==> src/rtl/dps_decoder_11.sv <==
// Two-stage pipelined decoder for the 11-wire Fibonacci crosstalk-avoidance code.
// The codeword is registered, split into low/high partial sums, then summed, range-checked and counted.
module dps_decoder_11 #(
    parameter int DW  = 9,
    parameter int ECW = 8
) (
    input  logic           clock,
    input  logic           reset,
    input  logic [10:0]    codein,
    input  logic           codein_valid,
    output logic [DW-1:0]  dataout,
    output logic           dataout_valid,
    output logic           err,
    output logic [ECW-1:0] err_count
);

    localparam logic [9:0] FNS01 = 10'd1;
    localparam logic [9:0] FNS02 = 10'd1;
    localparam logic [9:0] FNS03 = 10'd2;
    localparam logic [9:0] FNS04 = 10'd3;
    localparam logic [9:0] FNS05 = 10'd5;
    localparam logic [9:0] FNS06 = 10'd8;
    localparam logic [9:0] FNS07 = 10'd13;
    localparam logic [9:0] FNS08 = 10'd21;
    localparam logic [9:0] FNS09 = 10'd34;
    localparam logic [9:0] FNS10 = 10'd55;
    localparam logic [9:0] FNS11 = 10'd89;

    // Wire 9 carries double weight; this is what lets 11 wires reach 287.
    localparam logic [9:0] WEIGHT [11] = '{
        FNS01, FNS02, FNS03, FNS04, FNS05, FNS06,
        FNS07, FNS08, FNS09, 10'(2 * FNS10), FNS11
    };

    logic [10:0]    c0_q;
    logic           v0_q;
    logic [5:0]     pl_q, pl_d;
    logic [8:0]     ph_q, ph_d;
    logic           v1_q;
    logic [9:0]     sum_d;
    logic [DW-1:0]  dataout_q, dataout_d;
    logic           dataout_valid_q;
    logic           err_q, err_d;
    logic [ECW-1:0] err_count_q, err_count_d;

    always_comb begin
        pl_d = '0;
        for (int i = 0; i < 6; i++) begin
            if (c0_q[i]) pl_d = pl_d + WEIGHT[i][5:0];
        end
        ph_d = '0;
        for (int i = 6; i < 11; i++) begin
            if (c0_q[i]) ph_d = ph_d + WEIGHT[i][8:0];
        end
    end

    always_comb begin
        sum_d       = 10'(pl_q) + 10'(ph_q);
        dataout_d   = DW'(sum_d);
        err_d       = v1_q && ((sum_d >> DW) != '0);
        err_count_d = err_count_q;
        if (err_d && (err_count_q != '1)) err_count_d = err_count_q + ECW'(1);
    end

    always_ff @(posedge clock or posedge reset) begin
        if (reset) begin
            c0_q            <= '0;
            v0_q            <= 1'b0;
            pl_q            <= '0;
            ph_q            <= '0;
            v1_q            <= 1'b0;
            dataout_q       <= '0;
            dataout_valid_q <= 1'b0;
            err_q           <= 1'b0;
            err_count_q     <= '0;
        end else begin
            c0_q            <= codein;
            v0_q            <= codein_valid;
            pl_q            <= pl_d;
            ph_q            <= ph_d;
            v1_q            <= v0_q;
            dataout_q       <= dataout_d;
            dataout_valid_q <= v1_q;
            err_q           <= err_d;
            err_count_q     <= err_count_d;
        end
    end

    assign dataout       = dataout_q;
    assign dataout_valid = dataout_valid_q;
    assign err           = err_q;
    assign err_count     = err_count_q;

endmodule

==> config.mk <==
export PLATFORM = sky130hd
export DESIGN_NAME = dps_decoder_11
export DESIGN_NICKNAME = d
export VERILOG_FILES = /design/src/rtl/dps_decoder_11.sv
export SDC_FILE = /design/constraint.sdc
export NUM_CORES = 1
export LEC_CHECK = 0
export CAP_MARGIN = 20
export CORE_MARGIN = 3
export CORE_UTILIZATION = 45
export CTS_CLUSTER_SIZE = 16
export DETAILED_ROUTE_END_ITERATION = 16
export GPL_TIMING_DRIVEN = 0
export PLACE_DENSITY = 0.69
export SYNTH_ARGS = -nofsm -noshare
export SYNTH_HDL_FRONTEND = slang
export SYNTH_SLANG_ARGS = --single-unit
==> constraint.sdc <==
create_clock -name clock -period 7.32 [get_ports clock]
set_input_delay 0.732 -clock clock [delete_from_list [all_inputs] [get_ports clock]]
set_output_delay 0.732 -clock clock [all_outputs]
set_load 0.02 [all_outputs]
==> results of run 1 <==
## area by class of cell
| type | instances | area, µm² |
|---|---|---|
| Multi-Input combinational cell | 160 | 1310 |
| Fill cell | 437 | 2170 |
| Timing Repair Buffer | 33 | 340 |
| Buffer | 2 | 11.3 |
| Sequential cell | 47 | 1180 |
| Inverter | 20 | 75.1 |
| Clock buffer | 6 | 72.6 |
| Clock inverter | 2 | 60.1 |
| Tap cell | 70 | 87.6 |
## state kept, by name, indices dropped and copies added (netlist names)
| signal | count |
|---|---|
| v0_q | 1 |
| dataout | 9 |
| dataout_valid | 1 |
| ph_q | 9 |
| pl_q | 6 |
| c0_q | 11 |
| err | 1 |
| v1_q | 1 |
| err_count | 8 |
## cells in the final DEF, fill, tap and decap left out, types with 2 or more instances in the layout
cell type and count:
o21ai_0 7, and3_1 2, a311oi_1 2, a21oi_1 5
nand3_1 6, inv_1 19, clkdlybuf4s50_1 32, a31oi_1 2
xor2_1 6, nand2_1 17, a21o_1 3, a22oi_1 2
and4_1 2, bufinv_16 2, or4b_2 2, nor2b_1 7
nor2_1 9, nand4_1 2, xnor2_1 18, clkbuf_1 2
a211oi_1 2, nor3_1 2, ha_1 24, mux2_2 5
nand2b_1 11, clkbuf_8 5, dfrtp_1 47, o211a_1 2
nor3b_1 3
## worst max path at each step
| stage | slack, ps | to | depth (start not counted) | from |
|---|---|---|---|---|
| 2_1_floorplan | 4820 | ph_q[5]$_DFF_PP0_ | 10 | c0_q[6]$_DFF_PP0_ |
| 3_3_place_gp | 4580 | ph_q[5]$_DFF_PP0_ | 10 | c0_q[6]$_DFF_PP0_ |
| 3_5_place_dp | 4550 | ph_q[7]$_DFF_PP0_ | 10 | c0_q[6]$_DFF_PP0_ |
| 4_1_cts | 4500 | ph_q[5]$_DFF_PP0_ | 10 | c0_q[6]$_DFF_PP0_ |
| 5_1_grt | 4290 | ph_q[7]$_DFF_PP0_ | 10 | c0_q[6]$_DFF_PP0_ |
| 6_report | 4510 | ph_q[5]$_DFF_PP0_ | 10 | c0_q[6]$_DFF_PP0_ |
## metal layers
metal,vias up,wire (µm)
li1,869,-
met4,0,70
met5,-,0
met2,27,2050
met3,7,161
met1,812,1920
## through the flow
step           total power [mW]  hold slack, ps
6_report                  0.786             351
5_1_grt                   0.836             360
4_1_cts                   0.797             357
3_5_place_dp              0.574             339
3_3_place_gp              0.566             333
2_1_floorplan             0.490             331
## power by group through the flow
stage,registers (mW),clock network (mW),logic (mW)
final,0.322,0.219,0.245
after global routing,0.327,0.237,0.272
after CTS,0.322,0.228,0.248
after detailed placement,0.327,0,0.246
after global placement,0.326,0,0.240
after floorplan,0.356,0,0.134
## logic make-up after synthesis
family	Yosys count	share of synthesized area (%)
and+or+nand+nor	67	14.2
DFF	47	45.8
AOI/OAI and AO/OA	37	12.8
xor gates and xnor gates	25	8.81
adders and majority gates	25	12.5
buffers and inverters	22	3.36
muxes	6	2.58
## worst reg2reg max path, delay by kind of cell (launching register included)
kind	cells	cell delay, ps
AOI/OAI and AO/OA	2	650
and+or+nand+nor	4	630
adders and majority gates	2	740
xor gates and xnor gates	1	130
DFF	1	440
buffers and inverters	1	90
==> run metrics, run 1 <==
fin crit share=38.4%; setup bufs post-CTS=0; total length of routed wires=4200 µm; Internal=0.558 mW; share of the synthesized area in the top cell type=between 40% and 50%; Tmin final=2810 ps; clock power share=27.9%; Arrival @ worst endpoint=2980 ps; Reg2Reg Capture Point=ph_q[5]$_DFF_PP0_; pre-CTS setup slack=4550 ps; vias in the first global route=1,614; hold buffers post-CTS=0; clk buf depth=2; Synth area leaders=dfrtp_1, ha_1, xnor2_1, inv_1, nand2b_1; Max-Slew Margin vs Limit=60.5%; switching share of power=29.0%; number of synthesized register bits=47; post-DP HPWL=3190 µm; worst setup margin=4510 ps; Ys Warns=0; status=finished clean; VDD IR max=approximately 180 µV; P per Cell Area=251 nW/µm²; initial antenna violation count=0; final instance area=3130 µm²; # diodes=0; Pins Over Slew Limit=0; asr flop ratio synth=100%; GR Util met1=16.8%; Die Y=81.6 µm; Worst Setup Start Kind=flop; EDFF count, synth=0; DR pass1 iterations=4; WP data required=7490 ps; Clock transition at path regs=80 ps; CP max stage cell=a2111oi_2; Post-Syn Nets=268; Placed Area=3000 µm²; unrepaired setup endpoints after global routing=false; Leak=approximately 1.4 nW; Hold Path Sink=v1_q$_DFF_PP0_; worst r2r src=c0_q[6]$_DFF_PP0_; Layout Utilization=59.0%; Logic pwr share=31.2%; setup slack, reg-to-reg=around 4500 ps; grt ovf=0; Synth Instances=229; CP Class=reg2reg; largest net degree at the start of global routing=37; root buffer cell=clkbuf_8; Detail Route Antenna Nets=0; post-DR wirelength/cell=12.3 µm; GR Layer Usage met3=4.93%; chip width=81.6 µm; Via density=about 5; first-pass GRT wire length=7100 µm; Seq/Total Area, Yosys=between 40 and 50%; cell family contributing the most delay on the critical path=adder cells; Die ar.=~6700 µm²; final setup TNS=0 ps; Fmax=356 MHz; Crit path largest cell delay=460 ps; DRC violations left=0; TritonCTS clock tree=done; Flop pwr share=40.9%; Syn Area/Cell=11.2 µm²; worst slew pin tran=586 ps; GRT Util Overall=14.1%; total CTS buffers=5; Net Sw Power=0.228 mW; FP Rows=26; worst hold stages=0; Synth top cells by count=dfrtp_1, ha_1, inv_1; clk sink count=47; HP Class=reg2reg; placed insts=332; Final Hold Viols=0; M2 GR Usage=a little under a quarter; vias=around 1,700; Setup violations, final=0; Worst-Skew Late Latency=300 ps; Reg2Reg Depth=10; Cell Area, Synth=2570 µm²; Worst Skew=around 5.2 ps; H-tree depth reported by CTS=2; gr busiest metal=met2; crit-path max FO=6; Buffers on Ports=32; Layout Nets=308; Max-Cap Viols=0; Synth area leader=dfrtp_1; initial DRC count=27; fraction of layout instances using a drive strength above 1=9.63%; Resized cells post-CTS=0; GP Congestion=0.835; most common cell in the netlist=dfrtp_1; CP Buf/Inv Count=1; Primary FF master, synth=dfrtp_1; Core ar.=5300 µm²; Starting Density=48.5%; hold_sp=v0_q$_DFF_PP0_; Layout area overhead=21.8%; Synth cell types=46; critical-path cell list=inv_1 -> ha_1 -> nor2b_1 -> nor2_1 -> ha_1 -> nor3b_1 -> a21o_1 -> a2111oi_2 -> nor2_1 -> xnor2_1; Setup crit end kind=flop; Finished Layout Cells=340; Ports=33
Power figures use the tool's default switching activity.
==> run 2: changes to the inputs <==
- clock period: 7.32 -> 2.81 ns (I/O delays scaled with it)
==> run 2 against run 1 <==
Compared with the run above:
- non-clock buffer count did not move
- power rose to 2.6 times the previous value
- combinational power rose to 2.6 times the previous value
- flip-flop and latch count did not move
- final area rose by 0.64%
- sequential power rose to 2.6 times the previous value
- count of clock-buffer cells in the layout did not move
- critical endpoint is now ph_q[6]$_DFF_PP0_
- largest cell class unchanged
==> run metrics, run 2 (synthesis gave the netlist of run 1 again) <==
Die ar.=6650 µm² (unchanged); Via density=5.05 (about the same); Worst Setup Start Kind=flop; Reg2Reg Depth=10 (unchanged); largest net degree at the start of global routing=37 (unchanged); Ports=33 (unchanged); setup slack, reg-to-reg=160 ps (-4350 ps); H-tree depth reported by CTS=2 (unchanged); WP data required=3000 ps (-4490 ps); Leak=1.44 nW (+0.47%); Max-Cap Viols=0 (unchanged); root buffer cell=clkbuf_8; post-DR wirelength/cell=12.4 µm (+0.26%); Tmin final=2650 ps (-162 ps); Setup violations, final=0 (unchanged); worst r2r src=c0_q[6]$_DFF_PP0_; FP Rows=26 (unchanged); Layout Utilization=59.4% (+0.38 points); Die Y=81.6 µm (unchanged); status=finished clean; VDD IR max=476 µV (+160%); Buffers on Ports=32 (unchanged); Arrival @ worst endpoint=2840 ps (-140 ps); first-pass GRT wire length=7100 µm (unchanged); total length of routed wires=4210 µm (+0.26%); Final Hold Viols=0 (unchanged); clk sink count=47 (unchanged); vias in the first global route=1,614 (unchanged); commonest cells after routing, fill and taps aside=dfrtp_1, clkdlybuf4s50_1, ha_1, inv_1, xnor2_1; GP Congestion=0.835 (unchanged); P per Cell Area=652 nW/µm² (+160%); worst setup margin=162 ps (-4350 ps); Setup crit end kind=flop; Finished Layout Cells=340 (unchanged); initial DRC count=32 (+19%); hold buffers post-CTS=0 (unchanged); worst slew pin tran=583 ps (-2.83 ps); Worst-Skew Late Latency=300 ps (about the same); total CTS buffers=5 (unchanged); Core ar.=5300 µm² (unchanged); Layout Nets=308 (unchanged); CP Class=reg2reg; Clock transition at path regs=80 ps (about the same); GRT Util Overall=14.1% (unchanged); Largest register FFs=11 (unchanged); vias=1,716 (+0.058%); crit-path max FO=6 (unchanged); Starting Density=48.5% (unchanged); grt ovf=0 (unchanged); Max-Slew Margin vs Limit=60.7% (+0.19 points); Detail Route Antenna Nets=0 (unchanged); fraction of layout instances using a drive strength above 1=10.0% (+0.37 points); fill cell count=434 (-0.69%); crit path to=ph_q[6]$_DFF_PP0_; Fmax=378 MHz (+6.1%); Layout area overhead=22.6%; chip width=81.6 µm (unchanged); Pins Over Slew Limit=0 (unchanged); DR pass1 iterations=4 (unchanged); setup bufs post-CTS=0 (unchanged); Top reg by flops=c0_q; Reg2Reg Capture Point=ph_q[6]$_DFF_PP0_; HP Class=in2async; Pwr Total=2.05 mW (+160%); initial antenna violation count=0 (unchanged); TritonCTS clock tree=done; fin crit share=94.3% (+56 points); commonest non-fill, non-tap cell in the layout=dfrtp_1; # diodes=0 (unchanged); post-DP HPWL=3190 µm (unchanged); clk buf depth=2 (unchanged); Worst Skew=5.30 ps (+0.115 ps); Worst Setup SP=c0_q[6]$_DFF_PP0_; DRC violations left=0 (unchanged); pre-CTS setup slack=36.7 ps (-4510 ps); Worst Hold Slack=230 ps (-122 ps); placed insts=332 (unchanged)
-- run 2: changes by cell type in the layout (fill, tap and decap cells not counted) --
cell	delta
nor2b_4	+1
nor2b_1	-1
a2111oi_4	+1
a2111oi_2	-1
-- run 2: timing repair --
action / CTS / global route
gates resized for setup: 1 / 2
setup endpoints to repair: 2 / 3
gates cloned: 0 / 0
-- run 2: where the power goes --
part / total (mW) / leakage [nW] / internal [mW] / switching (mW)
Combinational: 0.646 / 0.796 / 0.314 / 0.332
Clock: 0.571 / 0.0654 / 0.355 / 0.216
Sequential: 0.838 / 0.576 / 0.788 / 0.0497
-- run 2: per-stage QoR --
| step | instance area, µm² | TNS [ps] |
|---|---|---|
| floorplan | 2570 | 0 |
| global placement | 2980 | 0 |
| detailed placement | 3000 | 0 |
| CTS | 3130 | 0 |
| global route | 3150 | -1.02 |
| finish | 3150 | 0 |
-- run 2: worst min path at each step --
stage | from | endpoint | slack [ps] | cells past startpoint
floorplan | codein[0] | c0_q[0]$_DFF_PP0_ | 310 | 0
global placement | v0_q$_DFF_PP0_ | v1_q$_DFF_PP0_ | 330 | 0
detailed placement | v0_q$_DFF_PP0_ | v1_q$_DFF_PP0_ | 340 | 0
CTS | reset | err_count[3]$_DFFE_PP0P_ | 230 | 2
global route | reset | err_count[3]$_DFFE_PP0P_ | 230 | 2
finish | reset | err_count[3]$_DFFE_PP0P_ | 230 | 2
-- run 2: critical path, cell delays in order (launching register included) --
cell and delay, ps:
dfrtp_1 440, inv_1 90, ha_1 470, nor2b_4 260, nor2_1 60, ha_1 210, nand2_1 80, xnor2_1 160
a311oi_1 460, a22oi_1 150, xnor2_1 150
-- run 2: cell type report --
type                            instances  area, µm²  share of cell area [%]
Buffer                                  2       11.3                   0.357
Clock buffer                            6       72.6                    2.30
Clock inverter                          2       60.1                    1.91
Inverter                               20       75.1                    2.38
Multi-Input combinational cell        160       1330                    42.1
Sequential cell                        47       1180                    37.3
Tap cell                               70       87.6                    2.78
Timing Repair Buffer                   33        340                    10.8
-- run 2: metal layers --
metal / share of wire [%] / vias up / GRT usage (%)
met5: 0 / - / 0
met4: 1.7 / 0 / 5.81
met3: 3.7 / 7 / 4.93
met2: 49 / 25 / 23.4
met1: 46 / 817 / 16.8
li1: - / 867 / -
==> run 3: changes to the inputs <==
- CORE_UTILIZATION: 45 -> 42
- PLACE_DENSITY: 0.69 -> 0.65
==> run 3 against run 2 <==
Compared with the run above:
- via count shrank 3.4%
- routed wire length is 4.2% lower
- setup slack better by 40 ps
- sequential share of layout area rose by 0.40 points
- sequential power about the same
- final cell count increased by 0.59%
- power down 7.5%
- flip-flop and latch count is the same
- count of clock-buffer cells in the layout unchanged
- clock power down 26%
- critical path type unchanged
==> run metrics, run 3 (synthesis gave the netlist of run 1 again) <==
# diodes=0 (unchanged); Tmin final=2610 ps (-39.9 ps); commonest cells after routing, fill and taps aside=dfrtp_1, clkdlybuf4s50_1, ha_1, inv_1, xnor2_1; unrepaired setup endpoints after global routing=false; Buffers on Ports=32 (unchanged); largest net degree at the start of global routing=34 (-8.1%); DR pass1 iterations=4 (unchanged); Fmax=383 MHz (+1.5%); CP Class=reg2reg; Die ar.=7090 µm² (+6.6%); Layout Utilization=54.6% (-4.8 points); initial DRC count=100 (+210%); initial antenna violation count=0 (unchanged); final instance area=3120 µm² (-1.1%); FP Rows=27 (+3.8%); Max-Slew Margin vs Limit=61.5% (+0.76 points); Max-Cap Viols=0 (unchanged); Clock transition at path regs=80 ps (about the same); crit-path max FO=3 (-3); Top reg by flops=c0_q; Pins Over Slew Limit=0 (unchanged); clk buf depth=2 (unchanged); fin crit share=92.8% (-1.4 points); DRC violations left=0 (unchanged); H-tree depth reported by CTS=2 (unchanged); Reg2Reg Depth=10 (unchanged); Reg2Reg Capture Point=pl_q[4]$_DFF_PP0_; VDD IR max=397 µV (-17%); total length of routed wires=4030 µm (-4.2%); Arrival @ worst endpoint=2790 ps (-50 ps); Worst-Skew Late Latency=290 ps (about the same); Setup crit end kind=flop; worst r2r src=c0_q[0]$_DFF_PP0_; Via density=4.85 (-4.0%); HP Class=in2async; final setup TNS=0 ps (unchanged); Net Sw Power=0.599 mW (+0.32%); Layout Nets=308 (unchanged); first-pass GRT wire length=7240 µm (+1.9%); Detail Route Antenna Nets=0 (unchanged); grt ovf=0 (unchanged); WP data required=2990 ps (about the same); Layout area overhead=21.3%; Final Hold Viols=0 (unchanged); TritonCTS clock tree=done; hold buffers post-CTS=0 (unchanged); post-DR wirelength/cell=11.8 µm (-4.8%); area of the multi-input gates=1330 µm² (-0.19%); Flop pwr share=44.0% (+3.2 points); vias in the first global route=1,675 (+3.8%); root buffer cell=clkbuf_8; Internal=1.30 mW (-11%); fraction of layout instances using a drive strength above 1=10.7% (+0.74 points); setup slack, reg-to-reg=200 ps (+40 ps); Ports=33 (unchanged); Setup violations, final=0 (unchanged); fill cell count=503 (+16%); total CTS buffers=5 (unchanged); Leak=1.41 nW (-1.6%); status=finished clean; GP Congestion=0.821 (-1.7%); post-DP HPWL=3180 µm (-0.25%); worst slew pin tran=572 ps (-11.3 ps); chip width=84.2 µm (+3.3%); Worst Skew=4.18 ps (-1.13 ps); Worst Setup Start Kind=flop; Core ar.=5710 µm² (+7.7%); Logic pwr share=33.7% (+2.3 points); P per Cell Area=610 nW/µm² (-6.5%); Die Y=84.2 µm (+3.3%); switching share of power=31.5% (+2.4 points); Largest register FFs=11 (unchanged); vias=1,657 (-3.4%); GRT Util Overall=12.3% (-1.8 points); Starting Density=45.0% (-3.5 points); Placed Area=3000 µm² (about the same); commonest non-fill, non-tap cell in the layout=dfrtp_1; clock power share=22.3% (-5.5 points); Reg area=1180 µm² (unchanged); clk sink count=47 (unchanged)
run 3: changes by cell type in the layout (fill, tap and decap cells not counted):
cell,delta
bufinv_16,-2
clkbuf_1,-1
clkbuf_8,+1
clkinv_4,+1
clkinvlp_4,+1
ha_1,-1
ha_2,+1
nor2b_2,+1
nor2b_4,-1
run 3: per-layer routing:
layer / track usage [%] / part of all wire, % / vias to the layer above
met3: 2.36 / 3.1 / 5
met4: 4.39 / 1.3 / 0
met1: 15.4 / 47 / 762
met5: 0 / 0 / -
met2: 21.2 / 49 / 25
li1: - / - / 865
run 3: worst max-delay path by stage:
stage	start	end	slack (ps)
6_report	c0_q[0]$_DFF_PP0_	pl_q[4]$_DFF_PP0_	200
5_1_grt	c0_q[6]$_DFF_PP0_	ph_q[7]$_DFF_PP0_	10
4_1_cts	c0_q[6]$_DFF_PP0_	ph_q[5]$_DFF_PP0_	8
3_5_place_dp	c0_q[6]$_DFF_PP0_	ph_q[5]$_DFF_PP0_	20
3_3_place_gp	c0_q[6]$_DFF_PP0_	ph_q[5]$_DFF_PP0_	40
2_1_floorplan	c0_q[6]$_DFF_PP0_	ph_q[5]$_DFF_PP0_	310
run 3: per-stage QoR:
step / setup slack [ps] / hold slack [ps] / cells / total power, mW
floorplan: 307 / 312 / 229 / 1.28
global placement: 36.6 / 333 / 333 / 1.48
detailed placement: 20.2 / 336 / 334 / 1.49
CTS: 8.27 / 269 / 342 / 1.92
global route: 10.1 / 275 / 342 / 2.04
finish: 201 / 262 / 342 / 1.90
run 3: power by group through the flow:
stage          registers, mW  logic [mW]  clock network, mW
2_1_floorplan          0.928       0.348                  0
3_3_place_gp           0.851       0.628                  0
3_5_place_dp           0.852       0.642                  0
4_1_cts                0.838       0.644              0.442
5_1_grt                0.853       0.715              0.470
6_report               0.837       0.641              0.423
run 3: critical path: stages (launching register included):
cell      delay (ps)
dfrtp_1          370
ha_1             210
ha_1             320
inv_1             50
ha_1             180
nand2b_1         150
xnor2_1          270
o21ai_0          160
xnor2_1          250
ha_1             270
mux2_2           270
run 3: final cells by class:
class | instances | area share [%]
Timing Repair Buffer | 33 | 10.9
Multi-Input combinational cell | 160 | 42.5
Clock buffer | 6 | 2.65
Tap cell | 72 | 2.89
Inverter | 20 | 2.41
Sequential cell | 47 | 37.7
Buffer | 2 | 0.361
Clock inverter | 2 | 0.522
run 3: timing repair:
item | 4_1_cts | 5_1_grt
endpoints found under the setup margin | 0 | 3
buffers inserted | 0 | 0
resized for setup | 0 | 3
